[src/rtl/answer_judge_if.sv]
// answer_judge_if
//   Bundles the controller/entry-stage side of the answer judge.
//   master : game controller + entry stage (drives STATE, DEC, QUESTION,
//            COUNTn_IN, RES_ACK; observes the result signals)
//   slave  : answer_judge itself
interface answer_judge_if;
   logic [3:0]  STATE;
   logic        DEC;
   logic [25:0] QUESTION;
   logic [3:0]  COUNT1_IN;
   logic [3:0]  COUNT2_IN;
   logic [3:0]  COUNT3_IN;
   logic        RES_ACK;
   logic [1:0]  RESULT;
   logic        RES_VALID;
   logic        BUSY;
   logic [1:0]  HIT_CNT;
   logic [3:0]  STREAK;

   modport master (
      output STATE, DEC, QUESTION, COUNT1_IN, COUNT2_IN, COUNT3_IN, RES_ACK,
      input  RESULT, RES_VALID, BUSY, HIT_CNT, STREAK
   );

   modport slave (
      input  STATE, DEC, QUESTION, COUNT1_IN, COUNT2_IN, COUNT3_IN, RES_ACK,
      output RESULT, RES_VALID, BUSY, HIT_CNT, STREAK
   );
endinterface

[src/rtl/answer_judge.sv]
// answer_judge
//   Compares the three latched player factor codes against the answer codes
//   of the current question (order-independent, multiset semantics) and
//   reports correct / wrong / invalid with a valid/ack handshake. Tracks a
//   saturating streak of correct judgements.
// Ports:
//   CLK  : system clock, rising edge
//   RST  : asynchronous active-low reset
//   bus  : answer_judge_if.slave (STATE, DEC, QUESTION, COUNTn_IN, RES_ACK in;
//          RESULT, RES_VALID, BUSY, HIT_CNT, STREAK out)
//
// state    | meaning
// ---------+----------------------------------------------------------
// IDLE     | waiting for DEC in ST_INPUT; WIN/LOSE clears the streak
// WAIT     | one cycle for the entry stage to register the final digit
// CAPTURE  | latch player/answer codes, clear used flags, range check
// MATCH0-2 | match player slot i against the lowest unused equal answer
// REPORT   | RES_VALID high until RES_ACK
module answer_judge #(
   parameter logic [3:0] ST_INPUT   = 4'b0100,
   parameter logic [3:0] ST_WIN     = 4'b1010,
   parameter logic [3:0] ST_LOSE    = 4'b1011,
   parameter int         MAX_CODE   = 4,
   parameter int         STREAK_MAX = 15
) (
   input logic          CLK,
   input logic          RST,
   answer_judge_if.slave bus
);

   localparam logic [2:0] S_IDLE    = 3'd0;
   localparam logic [2:0] S_WAIT    = 3'd1;
   localparam logic [2:0] S_CAPTURE = 3'd2;
   localparam logic [2:0] S_MATCH0  = 3'd3;
   localparam logic [2:0] S_MATCH1  = 3'd4;
   localparam logic [2:0] S_MATCH2  = 3'd5;
   localparam logic [2:0] S_REPORT  = 3'd6;

   localparam logic [3:0] MAX_C = MAX_CODE[3:0];
   localparam logic [3:0] SMAX  = STREAK_MAX[3:0];

   logic [2:0]       state_q,   state_d;
   logic [2:0][3:0]  p_q,       p_d;
   logic [2:0][3:0]  a_q,       a_d;
   logic [2:0]       used_q,    used_d;
   logic [1:0]       hit_q,     hit_d;
   logic [1:0]       result_q,  result_d;
   logic [1:0]       hit_cnt_q, hit_cnt_d;
   logic [3:0]       streak_q,  streak_d;

   logic [3:0] p_cur;
   logic [1:0] hit_new;
   logic       unused_question;

   assign unused_question = ^bus.QUESTION[25:12];

   always_comb begin
      case (state_q)
         S_MATCH1: p_cur = p_q[1];
         S_MATCH2: p_cur = p_q[2];
         default:  p_cur = p_q[0];
      endcase
   end

   always_comb begin
      state_d   = state_q;
      p_d       = p_q;
      a_d       = a_q;
      used_d    = used_q;
      hit_d     = hit_q;
      result_d  = result_q;
      hit_cnt_d = hit_cnt_q;
      streak_d  = streak_q;
      hit_new   = hit_q;

      case (state_q)
         S_IDLE: begin
            if (bus.DEC && bus.STATE == ST_INPUT) begin
               state_d = S_WAIT;
            end else if (bus.STATE == ST_WIN || bus.STATE == ST_LOSE) begin
               streak_d = '0;
            end
         end
         S_WAIT: state_d = S_CAPTURE;
         S_CAPTURE: begin
            p_d       = {bus.COUNT3_IN, bus.COUNT2_IN, bus.COUNT1_IN};
            a_d       = {bus.QUESTION[11:8], bus.QUESTION[7:4], bus.QUESTION[3:0]};
            used_d    = '0;
            hit_d     = '0;
            result_d  = 2'b00;
            hit_cnt_d = '0;
            if (bus.COUNT1_IN > MAX_C || bus.COUNT2_IN > MAX_C ||
                bus.COUNT3_IN > MAX_C) begin
               result_d = 2'b11;
               streak_d = '0;
               state_d  = S_REPORT;
            end else begin
               state_d  = S_MATCH0;
            end
         end
         S_MATCH0, S_MATCH1, S_MATCH2: begin
            // Lowest unused equal answer slot wins; consumed slots give
            // multiset semantics for duplicated factors.
            if (!used_q[0] && a_q[0] == p_cur) begin
               used_d[0] = 1'b1;
               hit_new   = hit_q + 2'd1;
            end else if (!used_q[1] && a_q[1] == p_cur) begin
               used_d[1] = 1'b1;
               hit_new   = hit_q + 2'd1;
            end else if (!used_q[2] && a_q[2] == p_cur) begin
               used_d[2] = 1'b1;
               hit_new   = hit_q + 2'd1;
            end
            hit_d = hit_new;
            if (state_q == S_MATCH2) begin
               hit_cnt_d = hit_new;
               state_d   = S_REPORT;
               if (hit_new == 2'd3) begin
                  result_d = 2'b01;
                  if (streak_q != SMAX) streak_d = streak_q + 4'd1;
               end else begin
                  result_d = 2'b10;
                  streak_d = '0;
               end
            end else begin
               state_d = state_q + 3'd1;
            end
         end
         S_REPORT: begin
            if (bus.RES_ACK) state_d = S_IDLE;
         end
         default: state_d = S_IDLE;
      endcase
   end

   always_ff @(posedge CLK or negedge RST) begin
      if (!RST) begin
         state_q   <= S_IDLE;
         p_q       <= '0;
         a_q       <= '0;
         used_q    <= '0;
         hit_q     <= '0;
         result_q  <= 2'b00;
         hit_cnt_q <= '0;
         streak_q  <= '0;
      end else begin
         state_q   <= state_d;
         p_q       <= p_d;
         a_q       <= a_d;
         used_q    <= used_d;
         hit_q     <= hit_d;
         result_q  <= result_d;
         hit_cnt_q <= hit_cnt_d;
         streak_q  <= streak_d;
      end
   end

   assign bus.RESULT    = result_q;
   assign bus.RES_VALID = (state_q == S_REPORT);
   assign bus.BUSY      = (state_q != S_IDLE);
   assign bus.HIT_CNT   = hit_cnt_q;
   assign bus.STREAK    = streak_q;

endmodule

[src/flat_wrapper.sv]
// flat-port wrapper written by rule: the top's interface ports become plain ports
module answer_judge_flat 
#(
   parameter logic [3:0] ST_INPUT   = 4'b0100,
   parameter logic [3:0] ST_WIN     = 4'b1010,
   parameter logic [3:0] ST_LOSE    = 4'b1011,
   parameter int         MAX_CODE   = 4,
   parameter int         STREAK_MAX = 15
)
  (CLK, RST, bus_STATE, bus_DEC, bus_QUESTION, bus_COUNT1_IN, bus_COUNT2_IN, bus_COUNT3_IN, bus_RES_ACK, bus_RESULT, bus_RES_VALID, bus_BUSY, bus_HIT_CNT, bus_STREAK);
  answer_judge_if bus_i ();
  input logic CLK;
  input logic RST;
  input wire logic [$bits(bus_i.STATE)-1:0] bus_STATE;
  input wire logic [$bits(bus_i.DEC)-1:0] bus_DEC;
  input wire logic [$bits(bus_i.QUESTION)-1:0] bus_QUESTION;
  input wire logic [$bits(bus_i.COUNT1_IN)-1:0] bus_COUNT1_IN;
  input wire logic [$bits(bus_i.COUNT2_IN)-1:0] bus_COUNT2_IN;
  input wire logic [$bits(bus_i.COUNT3_IN)-1:0] bus_COUNT3_IN;
  input wire logic [$bits(bus_i.RES_ACK)-1:0] bus_RES_ACK;
  output wire logic [$bits(bus_i.RESULT)-1:0] bus_RESULT;
  output wire logic [$bits(bus_i.RES_VALID)-1:0] bus_RES_VALID;
  output wire logic [$bits(bus_i.BUSY)-1:0] bus_BUSY;
  output wire logic [$bits(bus_i.HIT_CNT)-1:0] bus_HIT_CNT;
  output wire logic [$bits(bus_i.STREAK)-1:0] bus_STREAK;
  assign bus_i.STATE = bus_STATE;
  assign bus_i.DEC = bus_DEC;
  assign bus_i.QUESTION = bus_QUESTION;
  assign bus_i.COUNT1_IN = bus_COUNT1_IN;
  assign bus_i.COUNT2_IN = bus_COUNT2_IN;
  assign bus_i.COUNT3_IN = bus_COUNT3_IN;
  assign bus_i.RES_ACK = bus_RES_ACK;
  assign bus_RESULT = bus_i.RESULT;
  assign bus_RES_VALID = bus_i.RES_VALID;
  assign bus_BUSY = bus_i.BUSY;
  assign bus_HIT_CNT = bus_i.HIT_CNT;
  assign bus_STREAK = bus_i.STREAK;
  answer_judge #(.ST_INPUT(ST_INPUT), .ST_WIN(ST_WIN), .ST_LOSE(ST_LOSE), .MAX_CODE(MAX_CODE), .STREAK_MAX(STREAK_MAX)) u_core (.CLK(CLK), .RST(RST), .bus(bus_i));
endmodule
[config.mk]
export PLATFORM = sky130hd
export DESIGN_NAME = answer_judge_flat
export DESIGN_NICKNAME = d
export VERILOG_FILES = /design/src/rtl/answer_judge_if.sv /design/src/rtl/answer_judge.sv /design/src/flat_wrapper.sv
export SDC_FILE = /design/constraint.sdc
export NUM_CORES = 1
export LEC_CHECK = 0
export CORE_UTILIZATION = 30
export DETAILED_ROUTE_END_ITERATION = 8
export HOLD_SLACK_MARGIN = 0.12
export SLEW_MARGIN = 40
export SYNTH_ARGS = -nofsm -noshare
export SYNTH_HDL_FRONTEND = slang
export SYNTH_SLANG_ARGS = --single-unit
[constraint.sdc]
create_clock -name CLK -period 3.83 [get_ports CLK]
set_clock_uncertainty 0.1 [all_clocks]
set_input_delay 0.766 -clock CLK [delete_from_list [all_inputs] [get_ports CLK]]
set_output_delay 0.766 -clock CLK [all_outputs]
set_load 0.1 [all_outputs]
* After elaboration in Yosys (flattened, before gate mapping) *
Index checks and enable logic that the tools add are counted.

storage, ports and cells
  flip-flop bits (word level) = 40
  input bits = 46
  output and inout port bits = 10

cells by class
  $add $sub $neg = 3
  magnitude comparators = 3
  equality and inequality tests = 26
  mux-type cells = 30
  reduce and logical (&&, ||, !) cells = 21

operators by type and width
  cell                                                           number
  two-way mux 4 bit                                              6
  two-way mux 2 bit                                              9
  one-hot mux 3 bit (5 select lines)                             1
  inequality test 2 x 1 -> 1 bit, second input constant          7
  equality test 4 bit                                            3
  greater-than comparator 4 x 3 -> 1 bit, second input constant  3
  two-way mux 3 bit                                              4
  one-hot mux 2 bit (2 select lines)                             3
  one-hot mux 4 bit (3 select lines)                             1
  equality test 3 bit, second input constant                     3
  equality test 4 bit, second input constant                     2
  inequality test 2 bit, second input constant                   4
  one-hot mux 4 bit (2 select lines)                             1
  equality test 3 x 2 -> 1 bit, second input constant            2
  one-hot mux 3 bit (2 select lines)                             1
  AND reduction 2 bit                                            3
  AND reduction 6 bit                                            1
  nonzero test 3 bit                                             2
  adder 4 x 1 -> 4 bit, second input constant                    1
  equality test 4 x 3 -> 1 bit, second input constant            1
  logical AND 1 bit                                              4
  two-way mux 1 bit                                              4
  inequality test 4 bit, second input constant                   1
  AND reduction 4 bit                                            1
  other kinds (11)                                               15

* Depth between registers and ports, before layout *
Gate-level depths: netlist of the first run.

  depth after elaboration = 12
  mapped depth = 11

* Least setup slack after synthesis of the first run *
Ideal clock, no wire load.

  path type = reg2reg
  from = reg u_core.state_q[0]
  to = reg u_core.streak_q[1], in the netlist u_core.bus.STREAK[1]
  data arrival time = 2.490 ns
  required time = 3.591 ns
  path slack = 1.101 ns
  stages on the path, launching flop included = 11
  path buffers = 1
  period minus slack after synthesis = 2.729 ns
  cell sequence = dfrtp_1 inv_1 ha_1 buf_6 a22o_1 a22oi_4 mux2i_1 nor4_2 a211oi_2 mux2i_1 o211ai_1

on the way
  word-level cells in the longest chain between the ends = 12

RTL lines
  element                                        line                                                         RTL
  start, declared                                answer_judge.sv:42                                           logic [2:0] state_q, state_d;
  start signal, assigned                         answer_judge.sv:147                                          state_q <= state_d;
  equality test 3 bit, on equally long branches  answer_judge.sv:58, answer_judge.sv:76, answer_judge.sv:115
  one-hot mux 4 bit (2 select lines)             answer_judge.sv:58                                           case (state_q)
  equality test 4 bit                            answer_judge.sv:110                                          end else if (!used_q[2] && a_q[2] == p_cur) begin
  logical AND 1 bit                              answer_judge.sv:110
  two-way mux 2 bit                              answer_judge.sv:110
  two-way mux 2 bit                              answer_judge.sv:107                                          end else if (!used_q[1] && a_q[1] == p_cur) begin
  two-way mux 2 bit                              answer_judge.sv:104                                          if (!used_q[0] && a_q[0] == p_cur) begin
  two-way mux 2 bit                              answer_judge.sv:76                                           case (state_q)
  equality test 2 bit                            answer_judge.sv:118                                          if (hit_new == 2'd3) begin
  two-way mux 4 bit                              answer_judge.sv:118
  two-way mux 4 bit                              answer_judge.sv:115                                          if (state_q == S_MATCH2) begin
  one-hot mux 4 bit (3 select lines)             answer_judge.sv:76
  end signal, assigned                           answer_judge.sv:154                                          streak_q <= streak_d;
  end, declared                                  answer_judge.sv:49                                           logic [3:0] streak_q, streak_d;

Several ways; a longest one is shown, not always the timed one. The select of a mux whose other input is x is not followed.
A chain may end at the register's enable or synchronous reset.

* Worst setup path in the final report of the first run *
  from = reg u_core.state_q[0]
  to = reg u_core.streak_q[2], in the netlist u_core.bus.STREAK[2]

The elaborated chain is that of the path after synthesis.

==> flow_summary.rst, run 1 <==
.. list-table::
   :header-rows: 1

   * - Metric
     - Value
   * - Inserted Clock Buffers
     - 5
   * - DRT Wirelength
     - 4990 µm
   * - EDFF count, synth
     - 0
   * - Synth Instances
     - 264
   * - PostCTS Resize Cnt
     - 0
   * - Die boundary width
     - 88.4 µm
   * - Sink Count
     - 40
   * - Arrival @ worst endpoint
     - 3320 ps
   * - Area inside the core boundary
     - 7210 µm²
   * - Clock root cell
     - sky130_fd_sc_hd__clkbuf_8
   * - Setup fix buffers added after clock tree synthesis
     - 0
   * - Type of the worst min-delay path
     - in -> async
   * - Logic gate share of total power
     - 0.578
   * - Top cell type's share of synthesized area
     - 0.447
   * - Vias per cell
     - 4.72
   * - Most common flop cell mapped by yosys
     - sky130_fd_sc_hd__dfrtp_1
   * - Maximum number of pins on one net before global-route repair
     - 41
   * - Clk_lat worst skew
     - 290 ps
   * - Number of endpoints with negative hold slack in the final report
     - 0
   * - Crit share post-route
     - 0.852
   * - DR WL/cell
     - 12.4 µm
   * - Yosys Warn Count
     - 0
   * - Worst setup margin
     - 566 ps
   * - Launch point of the worst reg-to-reg path
     - u_core.state_q[0]$_DFFE_PN0P_
   * - Die height
     - 88.4 µm
   * - Area growth from synthesis to layout
     - 24.9%
   * - Post-place setup slack
     - 554 ps
   * - Cell row count
     - 31
   * - CTS Hold Bufs
     - 0
   * - Post-Syn Area per Cell
     - 8.48 µm²
   * - Terminus of the critical flop-to-flop path
     - u_core.bus.STREAK[2]$_DFFE_PN0P_
   * - P_sw
     - 0.00119 W
   * - Top cells by area in the synthesized netlist
     - sky130_fd_sc_hd__dfrtp_1 (45%), sky130_fd_sc_hd__nand2_1 (15%), sky130_fd_sc_hd__xnor2_1 (4.3%), sky130_fd_sc_hd__ha_1 (2.8%), sky130_fd_sc_hd__nor2_1 (2.3%)
   * - Worst setup SP type
     - flop
   * - Cell taking the most area after synthesis
     - sky130_fd_sc_hd__dfrtp_1
   * - Antenna violations before repair
     - 0
   * - Worst Max-Slew Pin Slew
     - 598 ps
   * - Register cell area after layout
     - 1000 µm²
   * - Multi-input combinational cell area
     - 1140 µm²
   * - Register share of total power
     - 0.287
   * - Cell types with the highest counts after synthesis
     - sky130_fd_sc_hd__nand2_1 (89), sky130_fd_sc_hd__dfrtp_1 (40), sky130_fd_sc_hd__nor2_1 (14)
   * - Sequential element share of the synthesized area
     - 0.447
   * - R2R cell count
     - 9
   * - Worst-path clk slew
     - 80 ps
   * - Synth unique cells
     - 42
   * - Antenna fix cells
     - 0
   * - Finished Core Util
     - 0.388
   * - Maxcap violations
     - 0
   * - Initial DRT Pass Iterations
     - 4
   * - Residual overflow from global routing
     - 0
   * - GRT Util Overall
     - 0.139
   * - Total standard cell area after synthesis
     - 2240 µm²
   * - Number of nets with antenna violations after detailed routing
     - 0
   * - Initial Util
     - 0.310
   * - Setup CP Type
     - reg -> reg
   * - Final weighted congestion of routability-driven global placement
     - 0.749
   * - Total number of vias
     - 1902
   * - First-pass GRT wire length
     - 8350 µm
   * - Internal portion of total power
     - 0.00133 W
   * - Number of H-tree levels
     - 2
   * - Portion of total power attributed to the clock network
     - 0.135
   * - Maximum operating frequency
     - 306 MHz
   * - R2R setup slack
     - 570 ps
   * - Top Ports
     - 56
   * - Iteration-0 DRC Markers
     - 120
   * - Final-layout setup total negative slack
     - 0 ps
   * - Most common cell in the synthesized netlist
     - sky130_fd_sc_hd__nand2_1
   * - Number of nets in the final layout
     - 354
   * - Number of slew-limit violations in the final report
     - 0
   * - CTS tree
     - done
   * - CP endpoint kind
     - flop
   * - Outcome
     - finished, final reports clean
   * - Yosys reg bits
     - 40
   * - Via count of the first global-routing pass
     - 1784
   * - Worst-case headroom to the max-slew limit
     - 0.597
   * - RSZ-0062 raised after global routing
     - no
   * - Number of DRC violations after detailed routing
     - 0
   * - Tmin final
     - 3260 ps
   * - Peak supply drop
     - 0.000293 V
   * - Quantity of I/O buffers inserted on ports
     - 41
   * - Final count of negative-setup-slack endpoints
     - 0
   * - Die Outline Area
     - 7810 µm²
   * - DP Wirelength
     - 3610 µm
   * - Ys async rst share
     - 1.00
   * - Clock buffer depth
     - 2
   * - Static leakage power
     - 1.29 nW
   * - Filler cell count
     - 781
   * - Biggest fanout along the worst timing path
     - 11
   * - Share of post-route cells with drive strength above 1
     - 0.102
   * - Power density of the placed cells
     - 902 nW/µm²
   * - Synthesized net count
     - 315
   * - Crit path required time
     - 3880 ps
   * - Switching part of the total power
     - 0.473
## critical path: stages (launching register included)
cell                       delay [ps]
sky130_fd_sc_hd__dfrtp_1          430
sky130_fd_sc_hd__inv_1            100
sky130_fd_sc_hd__ha_1             450
sky130_fd_sc_hd__o21ai_2          190
sky130_fd_sc_hd__a22oi_2          320
sky130_fd_sc_hd__xnor2_1          180
sky130_fd_sc_hd__nor4_2           100
sky130_fd_sc_hd__a211oi_2         500
sky130_fd_sc_hd__mux2i_1          550
sky130_fd_sc_hd__o21ai_0          180
## registers in the layout, summed over array words and instances, names as in the netlist
| signal | flops |
|---|---|
| u_core.p_q | 12 |
| u_core.used_q | 3 |
| u_core.hit_q | 2 |
| u_core.state_q | 3 |
| u_core.bus.HIT_CNT | 2 |
| u_core.a_q | 12 |
| u_core.bus.RESULT | 2 |
| u_core.bus.STREAK | 4 |
## worst max path at each step
stage | start | endpoint | slack (ps) | depth (start not counted)
final | u_core.state_q[0]$_DFFE_PN0P_ | u_core.bus.STREAK[2]$_DFFE_PN0P_ | 570 | 9
after global routing | u_core.state_q[0]$_DFFE_PN0P_ | u_core.bus.STREAK[2]$_DFFE_PN0P_ | 190 | 9
after CTS | u_core.state_q[0]$_DFFE_PN0P_ | u_core.bus.STREAK[2]$_DFFE_PN0P_ | 530 | 9
after detailed placement | u_core.state_q[0]$_DFFE_PN0P_ | u_core.bus.STREAK[2]$_DFFE_PN0P_ | 550 | 9
after global placement | u_core.state_q[0]$_DFFE_PN0P_ | u_core.bus.STREAK[0]$_DFFE_PN0P_ | 620 | 9
after floorplan | u_core.state_q[0]$_DFFE_PN0P_ | u_core.bus.STREAK[1]$_DFFE_PN0P_ | 1100 | 10
## layer usage
layer  track usage  up-vias  wire length (µm)
met1         0.189      888              2520
met3        0.0354        4               256
met4        0.0367        0                42
met2         0.221       47              2170
met5             0        -                 0
li1              -      963                 -
## layout make-up
type                       count  area share
clock inverter                 2      0.0125
timing repair buffer          44       0.138
sequential                    40       0.358
clock buffer                   6      0.0260
inverter                      10      0.0134
tap                           99      0.0443
multi-input combinational    202       0.408
## logic make-up (layout without fill, tap and decap cells)
kind of cell / Yosys count / in the layout / share of synthesized area
AND/OR/NAND/NOR: 135 / 135 / 0.262
AO/OA/AOI/OAI: 46 / 46 / 0.153
flip-flops: 40 / 40 / 0.447
buffers and inverters: 22 / 62 / 0.0442
XOR/XNOR: 11 / 11 / 0.0430
adder cells (fa/ha/maj): 5 / 5 / 0.0279
multiplexers: 5 / 5 / 0.0229
## stage by stage
step / std cells / area [µm²] / hold WS (ps) / total power, W
3_3_place_gp: 395 / 2730 / 359 / 0.00219
4_1_cts: 403 / 2800 / 365 / 0.00256
2_1_floorplan: 264 / 2240 / 347 / 0.00191
3_5_place_dp: 395 / 2690 / 366 / 0.00220
6_report: 403 / 2800 / 331 / 0.00252
5_1_grt: 403 / 2800 / 379 / 0.00275
## layout by cell type, fill, tap and decap left out, types with 2 or more instances in the layout
cell / synthesis / final
sky130_fd_sc_hd__buf_2: 1 / 8
sky130_fd_sc_hd__o21ai_0: 10 / 10
sky130_fd_sc_hd__ha_1: 5 / 5
sky130_fd_sc_hd__clkdlybuf4s50_1: 0 / 30
sky130_fd_sc_hd__nand2b_1: 5 / 5
sky130_fd_sc_hd__dfrtp_1: 40 / 40
sky130_fd_sc_hd__nand2_1: 89 / 89
sky130_fd_sc_hd__nor4_1: 4 / 4
sky130_fd_sc_hd__a22oi_2: 3 / 3
sky130_fd_sc_hd__o22ai_1: 4 / 4
sky130_fd_sc_hd__mux2i_1: 4 / 4
sky130_fd_sc_hd__buf_4: 2 / 6
sky130_fd_sc_hd__nor3_1: 3 / 3
sky130_fd_sc_hd__nor2b_1: 6 / 5
sky130_fd_sc_hd__a31oi_1: 4 / 4
sky130_fd_sc_hd__nor4_2: 2 / 2
sky130_fd_sc_hd__nand3_1: 8 / 8
sky130_fd_sc_hd__a21oi_1: 7 / 7
sky130_fd_sc_hd__nor2_1: 14 / 14
sky130_fd_sc_hd__clkbuf_8: 0 / 5
sky130_fd_sc_hd__xnor2_1: 11 / 11
sky130_fd_sc_hd__inv_1: 10 / 10
sky130_fd_sc_hd__a22o_1: 4 / 4
## power groups by stage
| stage | combinational [W] | clock, W | sequential, W |
|---|---|---|---|
| 2_1_floorplan | 0.00107 | 0 | 0.000848 |
| 3_3_place_gp | 0.00146 | 0 | 0.000729 |
| 3_5_place_dp | 0.00147 | 0 | 0.000736 |
| 4_1_cts | 0.00148 | 0.000355 | 0.000726 |
| 5_1_grt | 0.00163 | 0.000373 | 0.000752 |
| 6_report | 0.00146 | 0.000340 | 0.000725 |
No activity file was read; power rests on OpenSTA's default activity.
==> run 2: changes to the inputs <==
--- a/config.mk
+++ b/config.mk
@@ -7,7 +7,9 @@
 export LEC_CHECK = 0
 export CORE_UTILIZATION = 30
 export DETAILED_ROUTE_END_ITERATION = 8
+export GPL_TIMING_DRIVEN = 0
 export HOLD_SLACK_MARGIN = 0.12
+export MAX_ROUTING_LAYER = met4
 export SLEW_MARGIN = 40
 export SYNTH_ARGS = -nofsm -noshare
 export SYNTH_HDL_FRONTEND = slang
==> flow_summary.rst, run 2 (synthesized netlist as in run 1, its figures left out) <==
.. list-table::
   :header-rows: 1

   * - Metric
     - Value
   * - Number of nets with antenna violations after detailed routing
     - 0 (unchanged)
   * - P_sw
     - 0.00124 W (+3.8%)
   * - Antenna fix cells
     - 0 (unchanged)
   * - RSZ-0062 raised after global routing
     - no
   * - CTS tree
     - done
   * - Die height
     - 88.4 µm (unchanged)
   * - Biggest fanout along the worst timing path
     - 10 (-1)
   * - Launch point of the worst reg-to-reg path
     - u_core.state_q[0]$_DFFE_PN0P_
   * - Number of DRC violations after detailed routing
     - 0 (unchanged)
   * - Number of nets in the final layout
     - 363 (+2.5%)
   * - First-pass GRT wire length
     - 8860 µm (+6.1%)
   * - Maxcap violations
     - 0 (unchanged)
   * - Final weighted congestion of routability-driven global placement
     - 0.820 (+9.5%)
   * - Die Outline Area
     - 7810 µm² (unchanged)
   * - Logic gate share of total power
     - 0.579 (about the same)
   * - Residual overflow from global routing
     - 0 (unchanged)
   * - Clock buffer depth
     - 2 (unchanged)
   * - Critical path, cell by cell
     - inv_1 > ha_1 > buf_6 > a22o_1 > a22oi_4 > mux2i_1 > nor4_2 > a211oi_2 > mux2i_1 > a31oi_1
   * - Arrival @ worst endpoint
     - 3310 ps (about the same)
   * - Type of the worst min-delay path
     - in -> async
   * - Outcome
     - finished, final reports clean
   * - Commonest cells after routing, fill and taps aside
     - sky130_fd_sc_hd__nand2_1 (89), sky130_fd_sc_hd__dfrtp_1 (40), sky130_fd_sc_hd__clkdlybuf4s50_1 (30)
   * - Number of slew-limit violations in the final report
     - 0 (unchanged)
   * - Library cell appearing most often on the critical path
     - sky130_fd_sc_hd__mux2i_1
   * - Final-layout setup total negative slack
     - 0 ps (unchanged)
   * - Post-DP Area
     - 2720 µm² (+1.2%)
   * - Cell with the largest stage delay on the worst path
     - sky130_fd_sc_hd__mux2i_1
   * - Iteration-0 DRC Markers
     - 99 (-18%)
   * - R2R cell count
     - 10 (+1)
   * - Worst setup margin
     - 563 ps (-3.04 ps)
   * - Number of H-tree levels
     - 2 (unchanged)
   * - Most frequent standard cell in the layout excluding fill and tap cells
     - sky130_fd_sc_hd__nand2_1
   * - DR WL/cell
     - 12.7 µm (+2.1%)
   * - Switching part of the total power
     - 0.476 (+0.00317)
   * - Die boundary width
     - 88.4 µm (unchanged)
   * - Vias per cell
     - 4.68 (-0.85%)
   * - Setup CP Type
     - reg -> reg
   * - Inserted Clock Buffers
     - 5 (unchanged)
   * - Share of post-route cells with drive strength above 1
     - 0.102 (+0.000263)
   * - Setup fix buffers added after clock tree synthesis
     - 0 (unchanged)
   * - Maximum number of pins on one net before global-route repair
     - 41 (unchanged)
   * - Tmin final
     - 3270 ps (+3.04 ps)
   * - Final count of negative-setup-slack endpoints
     - 0 (unchanged)
   * - Crit path required time
     - 3880 ps (about the same)
   * - DRT Wirelength
     - 5210 µm (+4.4%)
   * - Total Power
     - 0.00260 W (+3.1%)
   * - Finished Core Util
     - 0.394 (+0.00624)
   * - Register share of total power
     - 0.278 (-0.009)
   * - Area inside the core boundary
     - 7210 µm² (unchanged)
   * - Power density of the placed cells
     - 916 nW/µm² (+1.5%)
   * - Sink Count
     - 40 (unchanged)
   * - Clock root cell
     - sky130_fd_sc_hd__clkbuf_8
   * - Post-place setup slack
     - 602 ps (+48.0 ps)
   * - Worst setup SP type
     - flop
   * - Top Family by Delay on Critical Path
     - compound AO/OA/AOI/OAI gates
   * - Worst-case headroom to the max-slew limit
     - 0.581 (-0.0162)
   * - Non-Filler Cell Area, Final
     - 2840 µm² (+1.6%)
   * - CTS Hold Bufs
     - 0 (unchanged)
   * - DP Wirelength
     - 3910 µm (+8.3%)
   * - Maximum operating frequency
     - 306 MHz (about the same)
   * - Via count of the first global-routing pass
     - 1848 (+3.6%)
   * - Quantity of I/O buffers inserted on ports
     - 41 (unchanged)
   * - Peak supply drop
     - 0.000305 V (+4.2%)
   * - R2R setup slack
     - 560 ps (about the same)
   * - Crit share post-route
     - 0.853 (about the same)
   * - Worst Max-Slew Pin Slew
     - 622 ps (+24.0 ps)
   * - Terminus of the critical flop-to-flop path
     - u_core.bus.RESULT[0]$_DFFE_PN0P_
   * - Portion of total power attributed to the clock network
     - 0.143 (+0.008)
   * - Antenna violations before repair
     - 0 (unchanged)
   * - Total number of vias
     - 1928 (+1.4%)
   * - Worst-path clk slew
     - 80 ps (about the same)
   * - Internal portion of total power
     - 0.00136 W (+2.5%)
   * - Number of endpoints with negative hold slack in the final report
     - 0 (unchanged)
   * - Cell row count
     - 31 (unchanged)
   * - Buf/Inv on CP
     - 2 (+1)
   * - CP endpoint kind
     - flop
   * - Top Ports
     - 56 (unchanged)
   * - GRT Util Overall
     - 0.152 (+0.0127)
   * - Clk_lat worst skew
     - 300 ps (about the same)
   * - Initial Util
     - 0.310 (unchanged)
   * - Initial DRT Pass Iterations
     - 4 (unchanged)
   * - Area growth from synthesis to layout
     - 26.9%
   * - CP peak stage delay
     - 560 ps (about the same)
   * - PostCTS Resize Cnt
     - 0 (unchanged)
   * - Static leakage power
     - 1.31 nW (+1.5%)
## run 2: cell count changes in the layout (fill, tap and decap cells not counted)
cell,change
sky130_fd_sc_hd__buf_2,+3
sky130_fd_sc_hd__buf_4,-3
sky130_fd_sc_hd__buf_6,+1
sky130_fd_sc_hd__clkbuf_1,+7
sky130_fd_sc_hd__clkbuf_8,+1
sky130_fd_sc_hd__clkinv_2,-1
sky130_fd_sc_hd__clkinv_4,+1
sky130_fd_sc_hd__nor2b_1,+1
sky130_fd_sc_hd__nor2b_2,-1
## run 2: area by class of cell
cell class,count,area (µm²)
Buffer,12,61.3
Fill cell,788,4370
Timing Repair Buffer,41,358
Tap cell,99,124
Inverter,10,37.5
Sequential cell,40,1000
Multi-Input combinational cell,202,1140
Clock inverter,2,38.8
Clock buffer,6,82.6
## run 2: how the worst max path moves through the flow
stage                                        startpoint                               end  cells after the start  slack [ps]
after detailed placement  u_core.state_q[0]$_DFFE_PN0P_  u_core.bus.STREAK[2]$_DFFE_PN0P_                     10         600
after global placement    u_core.state_q[0]$_DFFE_PN0P_  u_core.bus.STREAK[0]$_DFFE_PN0P_                     10         640
after global routing      u_core.state_q[0]$_DFFE_PN0P_  u_core.bus.STREAK[3]$_DFFE_PN0P_                     10         320
after floorplan           u_core.state_q[0]$_DFFE_PN0P_  u_core.bus.STREAK[1]$_DFFE_PN0P_                     10        1100
after CTS                 u_core.state_q[0]$_DFFE_PN0P_  u_core.bus.STREAK[2]$_DFFE_PN0P_                     10         580
final                     u_core.state_q[0]$_DFFE_PN0P_  u_core.bus.RESULT[0]$_DFFE_PN0P_                     10         560
## run 2: power groups by stage
stage | Clock (W) | Combinational, W | Sequential (W)
detailed placement | 0 | 0.00151 | 0.000733
global route | 0.000395 | 0.00168 | 0.000746
global placement | 0 | 0.00151 | 0.000727
finish | 0.000372 | 0.00151 | 0.000723
floorplan | 0 | 0.00107 | 0.000848
CTS | 0.000376 | 0.00152 | 0.000725
## run 2: metal layers
layer	global-route usage	up-vias	share of wire
met5	-	-	0
met3	0.0299	7	0.057
met2	0.232	56	0.44
li1	-	988	-
met1	0.204	877	0.49
met4	0.0440	0	0.012
## run 2: stage by stage
stage / hold slack [ps] / cells
2_1_floorplan: 347 / 264
3_3_place_gp: 361 / 404
3_5_place_dp: 371 / 404
4_1_cts: 355 / 412
5_1_grt: 376 / 412
6_report: 323 / 412
